### src/rtl/button_reader.sv
// Synchronised, debounced button bank with change events and press count.
// Optional long-press pulses are built only when LONGPRESS_EN is defined.
module button_reader #(
  parameter int WIDTH       = 8,
  parameter int DEBOUNCE    = 1024,
  parameter int CNT_WIDTH   = 8,
  parameter int LONG_CYCLES = 65536
) (
  input  logic                 CLK,
  input  logic                 RST,
  input  logic [WIDTH-1:0]     BTN,
  output logic [WIDTH-1:0]     STATE,
  output logic                 EVT_VALID,
  input  logic                 EVT_READY,
  output logic [WIDTH-1:0]     EVT_DATA,
  output logic [WIDTH-1:0]     EVT_RISE,
  output logic                 OVF,
  output logic [CNT_WIDTH-1:0] PRESS_COUNT,
  output logic [WIDTH-1:0]     LONG
);

  localparam int DW = $clog2(DEBOUNCE);
  localparam logic [DW-1:0] DB_LAST = DW'(DEBOUNCE - 1);

  if (DEBOUNCE < 2 || LONG_CYCLES < 2) begin : g_bad_param
    $error("button_reader: DEBOUNCE and LONG_CYCLES must be >= 2");
  end

  logic [WIDTH-1:0]     r_sync1;
  logic [WIDTH-1:0]     r_sync2;
  logic [WIDTH-1:0]     r_state;
  logic [DW-1:0]        r_cnt [WIDTH];
  logic                 r_evt_valid;
  logic [WIDTH-1:0]     r_evt_data;
  logic [WIDTH-1:0]     r_evt_rise;
  logic                 r_ovf;
  logic [CNT_WIDTH-1:0] r_press;

  logic [WIDTH-1:0]     w_state_nxt;
  logic [DW-1:0]        w_cnt_nxt [WIDTH];
  logic [WIDTH-1:0]     w_chg;
  logic [WIDTH-1:0]     w_rise;
  logic                 w_take;
  logic                 w_drop;

  // Any cycle of agreement with the stable value restarts the count.
  always_comb begin
    w_state_nxt = r_state;
    for (int i = 0; i < WIDTH; i++) begin
      w_cnt_nxt[i] = '0;
      if (r_sync2[i] != r_state[i]) begin
        if (r_cnt[i] == DB_LAST)
          w_state_nxt[i] = r_sync2[i];
        else
          w_cnt_nxt[i] = r_cnt[i] + 1'b1;
      end
    end
  end

  always_comb begin
    w_chg  = r_state ^ w_state_nxt;
    w_rise = w_chg & w_state_nxt;
    w_take = (|w_chg) && (!r_evt_valid || EVT_READY);
    w_drop = (|w_chg) && r_evt_valid && !EVT_READY;
  end

  always_ff @(posedge CLK) begin
    if (RST) begin
      r_sync1 <= '0;
      r_sync2 <= '0;
      r_state <= '0;
      for (int i = 0; i < WIDTH; i++)
        r_cnt[i] <= '0;
    end else begin
      r_sync1 <= BTN;
      r_sync2 <= r_sync1;
      r_state <= w_state_nxt;
      for (int i = 0; i < WIDTH; i++)
        r_cnt[i] <= w_cnt_nxt[i];
    end
  end

  // A change arriving while the consumer stalls is lost and flagged.
  always_ff @(posedge CLK) begin
    if (RST) begin
      r_evt_valid <= 1'b0;
      r_evt_data  <= '0;
      r_evt_rise  <= '0;
      r_ovf       <= 1'b0;
      r_press     <= '0;
    end else begin
      if (w_take) begin
        r_evt_valid <= 1'b1;
        r_evt_data  <= w_state_nxt;
        r_evt_rise  <= w_rise;
        if (|w_rise)
          r_press <= r_press + 1'b1;
      end else if (r_evt_valid && EVT_READY) begin
        r_evt_valid <= 1'b0;
      end
      if (w_drop)
        r_ovf <= 1'b1;
    end
  end

`ifdef LONGPRESS_EN
  localparam int LW = $clog2(LONG_CYCLES + 1);
  localparam logic [LW-1:0] LG_MAX = LW'(LONG_CYCLES);
  localparam logic [LW-1:0] LG_PRE = LW'(LONG_CYCLES - 2);

  logic [LW-1:0]    r_lcnt [WIDTH];
  logic [WIDTH-1:0] r_long;

  // Saturation keeps the pulse to one per press.
  always_ff @(posedge CLK) begin
    if (RST) begin
      r_long <= '0;
      for (int i = 0; i < WIDTH; i++)
        r_lcnt[i] <= '0;
    end else begin
      for (int i = 0; i < WIDTH; i++) begin
        r_long[i] <= 1'b0;
        if (!r_state[i]) begin
          r_lcnt[i] <= '0;
        end else if (r_lcnt[i] != LG_MAX) begin
          r_lcnt[i] <= r_lcnt[i] + 1'b1;
          if (r_lcnt[i] == LG_PRE)
            r_long[i] <= 1'b1;
        end
      end
    end
  end

  assign LONG = r_long;
`else
  assign LONG = '0;
`endif

  assign STATE       = r_state;
  assign EVT_VALID   = r_evt_valid;
  assign EVT_DATA    = r_evt_data;
  assign EVT_RISE    = r_evt_rise;
  assign OVF         = r_ovf;
  assign PRESS_COUNT = r_press;

endmodule

### config.mk
export PLATFORM = sky130hd
export DESIGN_NAME = button_reader
export DESIGN_NICKNAME = d
export VERILOG_FILES = /design/src/rtl/button_reader.sv
export SDC_FILE = /design/constraint.sdc
export NUM_CORES = 1
export LEC_CHECK = 0
export BUFFER_PORTS_ARGS = -buffer_cell sky130_fd_sc_hd__buf_2
export CORE_UTILIZATION = 25
export CTS_CLUSTER_SIZE = 28
export DETAILED_ROUTE_END_ITERATION = 10
export PLACE_DENSITY = 0.38
export SYNTH_ARGS = -nofsm -noshare
export SYNTH_HDL_FRONTEND = slang
export SYNTH_SLANG_ARGS = --single-unit
### constraint.sdc
create_clock -name CLK -period 3.54 [get_ports CLK]
set_input_delay 0.354 -clock CLK [delete_from_list [all_inputs] [get_ports CLK]]
set_output_delay 0.354 -clock CLK [all_outputs]
set_load 0.02 [all_outputs]
==> run summary, run 1 <==
CP Cell Sequence - ha_1 > nand3_1 > nor4_1 > mux2i_1 > inv_1 > ha_1 > and4_4 > a21bo_4 > nor4_1 > mux2_2
vias in the first global route - 3685
RSZ-0062 raised after global routing - false
critical path data arrival time - 3.49 ns
most frequent cells after synthesis - dfxtp_1, nor2_1, nand2_1
Remaining DRCs - 0
H-tree levels - 4
Final GP Congestion - 0.738
clk buf depth - 2
simple-gate area share of the yosys netlist - 23.8%
CP Launch Type - flop
worst hold stages - 2
postcts setup bufs - 0
CTS Hold Bufs - 0
status - complete, no violations
max frequency - 314 MHz
R2R depth - 10
Max Clock Skew - 0.0145 ns
fin crit period - 3.19 ns
top cell type's share of synthesized area - 49.3%
Die Area - 21700 µm²
nets - 659
First-pass DRT Iterations - 4
leak pwr - 2.37 nW
final hold vios - 0
total track usage - 10.9%
CTS Root Cell - clkbuf_16
initial antenna violation count - 0
Unique masters post-synth - 37
crit-path max cell delay - 0.39 ns
Sink Count - 130
Worst-Margin Slew - 0.707 ns
vias post-DR - 3800
type of the most critical hold path - in2reg
Starting Density - 25.8%
cell accounting for the most synthesized area - dfxtp_1
top-count cell post-synth - dfxtp_1
adder-cell share of the synthesized area - 4.03%
Final Power - 3.33 mW
worst hold slack - 0.141 ns
Primary FF master, synth - dfxtp_1
Slowest cell on crit path - nor4_1
Post-Synth XOR/XNOR Area - 11.9%
Antenna Nets Post-Route - 0
register area share after synthesis - 49.3%
flops & latches, synth - 130
Final setup viols - 0
ys async rst share - 0%
Resized cells post-CTS - 0
fraction of layout cells with a size suffix above 1 - 13.2%
final setup TNS - 0 ns
GR Overflow Total - 0
crit path kind - reg2reg
Layout Utilization - 31.1%
slew margin rel. - 52.9%
fin crit share - 90.0%
Setup crit end kind - flop
r2r endpoint - PRESS_COUNT[7]
Antenna Cells - 0
Post-synth EDFFs - 0
first-pass GRT wire length - 18.1 mm
Rows - 52
Post-Route WL - 10.6 mm
IO Pins - 53
RR Startpoint - r_cnt[0][10]
Core Area - 20500 µm²
Die X - 147 µm
number of CTS-inserted buffers - 17
hold wc startpoint - BTN[3]
clock transition at the registers of the reported paths - 0.06 ns
Avg Cell Area, Syn - 9.05 µm²
largest net degree at the start of global routing - 36
Yosys warnings - 0
Hold Path End - r_sync1[3]
Layout area overhead - 20.9%
Max-Cap Viols - 0
routed len/inst - 11.6 µm
Die H - 147 µm
IO buf count - 44
Post-Synthesis Cells - 583
Compound-Gate Fraction of Synth Area - 4.20%
CTS tree - yes
max-slew violations - 0
Skew-Pair Late Insertion Delay - 0.42 ns
Worst VDD drop - 0.287 mV
Starting DRT DRC Count - 147
hpwl dp - 7.57 mm
main combinational cell family by area after synthesis - simple AND/OR/NAND/NOR gates
Area contributors post-synth - dfxtp_1, nor2_1, xnor2_1
crit path max fanout - 23
Required @ worst endpoint - 3.84 ns
FF-to-FF setup slack - 0.35 ns
vias per cell - 4.16
mux cell area share after synthesis - 1.73%
cell area after synthesis - 5280 µm²
Power Dens Cells - 522 nW/µm²
## report_power, final
| group | internal (mW) | switching (mW) | leakage, nW | total [mW] |
|---|---|---|---|---|
| registers | 1.48 | 0.00556 | 1.05 | 1.48 |
| clock network | 1.17 | 0.627 | 0.302 | 1.80 |
| logic | 0.0154 | 0.0321 | 1.01 | 0.0475 |
## cells in the final DEF (no fill, tap or decap), types with 6 or more instances in the layout
master     instances
nand3_1           30
xnor2_1           39
buf_2             44
nor2_1           109
inv_1             32
mux2i_1            8
xor2_1            33
ha_1              17
and4_1             8
a21oi_1           15
nand2b_1           6
conb_1             8
dfxtp_1          130
or4_1              7
nor3_1            13
a211oi_1           8
nand4_1           13
nand2_1           40
nor2b_1           18
clkbuf_16         17
## worst max-delay path by stage
stage	start	endpoint	slack [ns]	depth (start not counted)
final	r_cnt[0][10]	PRESS_COUNT[7]	0.35	10
after global routing	r_cnt[0][10]	PRESS_COUNT[7]	0.05	10
after CTS	r_cnt[0][10]	PRESS_COUNT[7]	0.30	10
after detailed placement	r_cnt[0][10]	PRESS_COUNT[7]	0.32	10
after global placement	r_cnt[1][30]	PRESS_COUNT[7]	0.40	10
after floorplan	r_cnt[1][20]	PRESS_COUNT[7]	0.68	11
## sequential cells by signal, summed over array words and instances (netlist names)
register,cells
EVT_DATA,8
EVT_RISE,8
EVT_VALID,1
OVF,1
PRESS_COUNT,8
STATE,8
r_cnt,80
r_sync1,8
r_sync2,8
## per-stage QoR
| step | cell area, µm² | instances | setup WS, ns |
|---|---|---|---|
| 5_1_grt | 6380 | 914 | 0.0477 |
| 6_report | 6380 | 914 | 0.354 |
| 2_1_floorplan | 5310 | 590 | 0.683 |
| 4_1_cts | 6380 | 914 | 0.299 |
| 3_3_place_gp | 5760 | 882 | 0.397 |
| 3_5_place_dp | 5760 | 882 | 0.317 |
## logic make-up (layout without fill, tap and decap cells)
| family | count (synthesis) | in the layout |
|---|---|---|
| buf+inv | 57 | 111 |
| fa+ha+maj | 17 | 17 |
| xor+xnor | 72 | 72 |
| compound gates | 34 | 34 |
| mux | 9 | 9 |
| flops | 130 | 130 |
| other cells | 1 | 8 |
| simple gates | 263 | 263 |
## critical path, delay by kind of cell, from the launching register on
kind                     cells  cell delay (ns)
AO/OA/AOI/OAI                1             0.29
AND/OR/NAND/NOR              4             1.12
flip-flops                   1             0.38
buffers and inverters        1             0.07
multiplexers                 2             0.71
adder cells (fa/ha/maj)      2             0.47
## layout make-up
cell class	count	area [µm²]
multi-input cells	403	2450
clock inverters	10	130
inverters	32	120
repair buffers	47	255
clock buffers	22	484
well taps	270	338
fillers	2165	14100
flip-flops and latches	130	2600
## metal layers
layer	share of wire, %	track usage (%)
met3	3.7	3.26
met4	1.4	6.19
met2	46	16.3
met5	0	0
met1	49	13.8
Power figures use the tool's default switching activity.
==> run 2: changes to the inputs <==
CTS_BUF_LIST = sky130_fd_sc_hd__clkbuf_8   (was unset)
==> run 2 against run 1 <==
Final cell count is the same. Worst setup slack gained 0.011 ns. Critical path depth stayed put. Clock power shrank 26%. Sequential power hardly changed. Non-clock buffer count is the same. Die area stayed put. Flip-flop and latch count did not move. Sequential share of layout area up 1.3 points. Global-route usage is 0.13 points lower. Largest cell class unchanged.
==> run summary, run 2 (synthesized netlist as in run 1, its figures left out) <==
status - complete, no violations (unchanged)
number of CTS-inserted buffers - 17 (unchanged)
final setup TNS - 0 ns (unchanged)
Power Dens Cells - 462 nW/µm² (was 522 nW/µm²)
leak pwr - 2.28 nW (was 2.37 nW)
Antenna Cells - 0 (unchanged)
fin crit share - 89.7% (was 90.0%)
vias per cell - 4.14 (was 4.16)
Die H - 147 µm (unchanged)
Max-Cap Viols - 0 (unchanged)
CTS Root Cell - clkbuf_8 (was clkbuf_16)
Remaining DRCs - 0 (unchanged)
Placement Setup Slack - 0.317 ns (unchanged)
first-pass GRT wire length - 18.0 mm (was 18.1 mm)
Die Area - 21700 µm² (unchanged)
Skew-Pair Late Insertion Delay - 0.45 ns (was 0.42 ns)
Required @ worst endpoint - 3.87 ns (was 3.84 ns)
RR Startpoint - r_cnt[0][10] (unchanged)
Antenna Nets Post-Route - 0 (unchanged)
clk buf depth - 2 (unchanged)
Setup crit end kind - flop (unchanged)
crit path max fanout - 23 (unchanged)
RSZ-0062 raised after global routing - false (unchanged)
r2r endpoint - PRESS_COUNT[7] (unchanged)
CTS tree - yes (unchanged)
metal3 WL - 470 µm (was 388 µm)
multi-input logic area - 2450 µm² (unchanged)
fraction of layout cells with a size suffix above 1 - 13.2% (unchanged)
Worst VDD drop - 0.218 mV (was 0.287 mV)
Metal-1 WL - 5.08 mm (was 5.22 mm)
nets - 659 (unchanged)
final hold vios - 0 (unchanged)
max FFs per register - 80 (unchanged)
critical path data arrival time - 3.51 ns (was 3.49 ns)
max-slew violations - 0 (unchanged)
top layer in use - met4 (unchanged)
GR Overflow Total - 0 (unchanged)
Starting Density - 25.8% (unchanged)
placed inst area - 5760 µm² (unchanged)
FF-to-FF setup slack - 0.37 ns (was 0.35 ns)
vias post-DR - 3785 (was 3800)
Die X - 147 µm (unchanged)
non-filler cells, final - 914 (unchanged)
Sink Count - 130 (unchanged)
Layout area overhead - 17.3% (was 20.9%)
commonest non-fill, non-tap cell in the layout - dfxtp_1 (unchanged)
slew margin rel. - 53.0% (was 52.9%)
Reg area - 2600 µm² (unchanged)
crit path to - PRESS_COUNT[7] (unchanged)
Post-Layout Inst Area - 6190 µm² (was 6380 µm²)
Most flops, register - r_cnt (unchanged)
First-pass DRT Iterations - 4 (unchanged)
Rows - 52 (unchanged)
Slowest cell on crit path - nor4_1 (unchanged)
CP Cell Sequence - ha_1 > nand3_1 > nor4_1 > mux2i_1 > inv_1 > ha_1 > and4_4 > a21bo_4 > nor4_1 > mux2_2 (unchanged)
H-tree levels - 4 (unchanged)
max frequency - 315 MHz (was 314 MHz)
FILL cells - 2189 (was 2165)
worst setup margin - 0.365 ns (was 0.354 ns)
fin crit period - 3.17 ns (was 3.19 ns)
placed cells - 882 (unchanged)
Logic pwr share - 1.7% (was 1.4%)
Starting DRT DRC Count - 147 (unchanged)
CP Launch Type - flop (unchanged)
most used cells in the layout excluding fill and tap cells - dfxtp_1, nor2_1, buf_2, nand2_1, xnor2_1 (unchanged)
switching pwr - 0.608 mW (was 0.665 mW)
CTS Hold Bufs - 0 (unchanged)
Worst-Margin Slew - 0.705 ns (was 0.707 ns)
IO buf count - 44 (unchanged)
postcts setup bufs - 0 (unchanged)
Final GP Congestion - 0.738 (unchanged)
P_int - 2.25 mW (was 2.67 mW)
hpwl dp - 7.57 mm (unchanged)
clock share of power - 46.6% (was 54.1%)
R2R depth - 10 (unchanged)
vias in the first global route - 3645 (was 3685)
type of the most critical hold path - in2reg (unchanged)
crit-path max cell delay - 0.39 ns (about the same)
IO Pins - 53 (unchanged)
routed len/inst - 11.5 µm (was 11.6 µm)
Max Clock Skew - 0.0143 ns (was 0.0145 ns)
largest net degree at the start of global routing - 36 (unchanged)
Sw Ratio - 21.3% (was 20.0%)
initial antenna violation count - 0 (unchanged)
routed wl met2 - 4.78 mm (was 4.86 mm)
launch point of the worst path - r_cnt[0][10] (unchanged)
sequential power share - 51.7% (was 44.5%)
Core Area - 20500 µm² (unchanged)
total track usage - 10.7% (was 10.9%)
Post-Route WL - 10.5 mm (was 10.6 mm)
Final setup viols - 0 (unchanged)
clock transition at the registers of the reported paths - 0.07 ns (was 0.06 ns)
crit path kind - reg2reg (unchanged)
run 2: cell types whose count changed in the layout (fill, tap and decap cells not counted):
cell       previous run  this run
clkbuf_16            17         0
inv_1                32        33
clkbuf_1              1         0
clkbuf_8              4        21
run 2: power by group through the flow:
stage,Clock [mW],Combinational [mW],Sequential (mW)
2_1_floorplan,0,0.0412,1.51
3_3_place_gp,0,0.0484,1.51
3_5_place_dp,0,0.0487,1.51
4_1_cts,1.40,0.0487,1.48
5_1_grt,1.46,0.0545,1.48
6_report,1.33,0.0476,1.48
run 2: repair_timing:
| item | in CTS | in global routing |
|---|---|---|
| hold endpoints to repair | 0 | 0 |
| gates resized for setup | 0 | 1 |
| endpoints found under the setup margin | 0 | 1 |
run 2: critical path, delay by kind of cell, from the launching register on:
kind / cells / cell delay [ns]
flops: 1 / 0.38
simple gates: 4 / 1.12
buf+inv: 1 / 0.07
compound gates: 1 / 0.29
fa+ha+maj: 2 / 0.47
mux: 2 / 0.70
run 2: layout make-up:
type | count | area share [%]
multi-input cells | 403 | 39.6
inverters | 32 | 1.94
flip-flops and latches | 130 | 42.0
repair buffers | 47 | 4.12
clock buffers | 21 | 4.67
well taps | 270 | 5.46
clock inverters | 11 | 2.16
run 2: metal layers:
layer  global-route usage (%)  vias to the layer above
met3                     3.35                       14
met4                     5.26                        0
met1                     13.8                     1723
met5                        0                        -
met2                     16.1                       51
li1                         -                     1997
run 2: how the worst min path moves through the flow:
stage,slack [ns],from,depth (start not counted),end
final,0.11,BTN[3],2,r_sync1[3]
after global routing,0.09,BTN[2],2,r_sync1[2]
after floorplan,0.41,r_sync1[0],1,r_sync2[0]
after detailed placement,0.42,r_sync1[0],1,r_sync2[0]
after global placement,0.42,r_sync1[0],1,r_sync2[0]
after CTS,0.07,BTN[2],2,r_sync1[2]
run 2: stage by stage:
step	utilization [%]	hold slack (ns)	power [mW]
global placement	28.1	0.418	1.56
CTS	30.2	0.0654	2.92
global route	30.2	0.0946	2.99
floorplan	-	0.414	1.55
detailed placement	28.1	0.424	1.56
finish	30.2	0.111	2.86
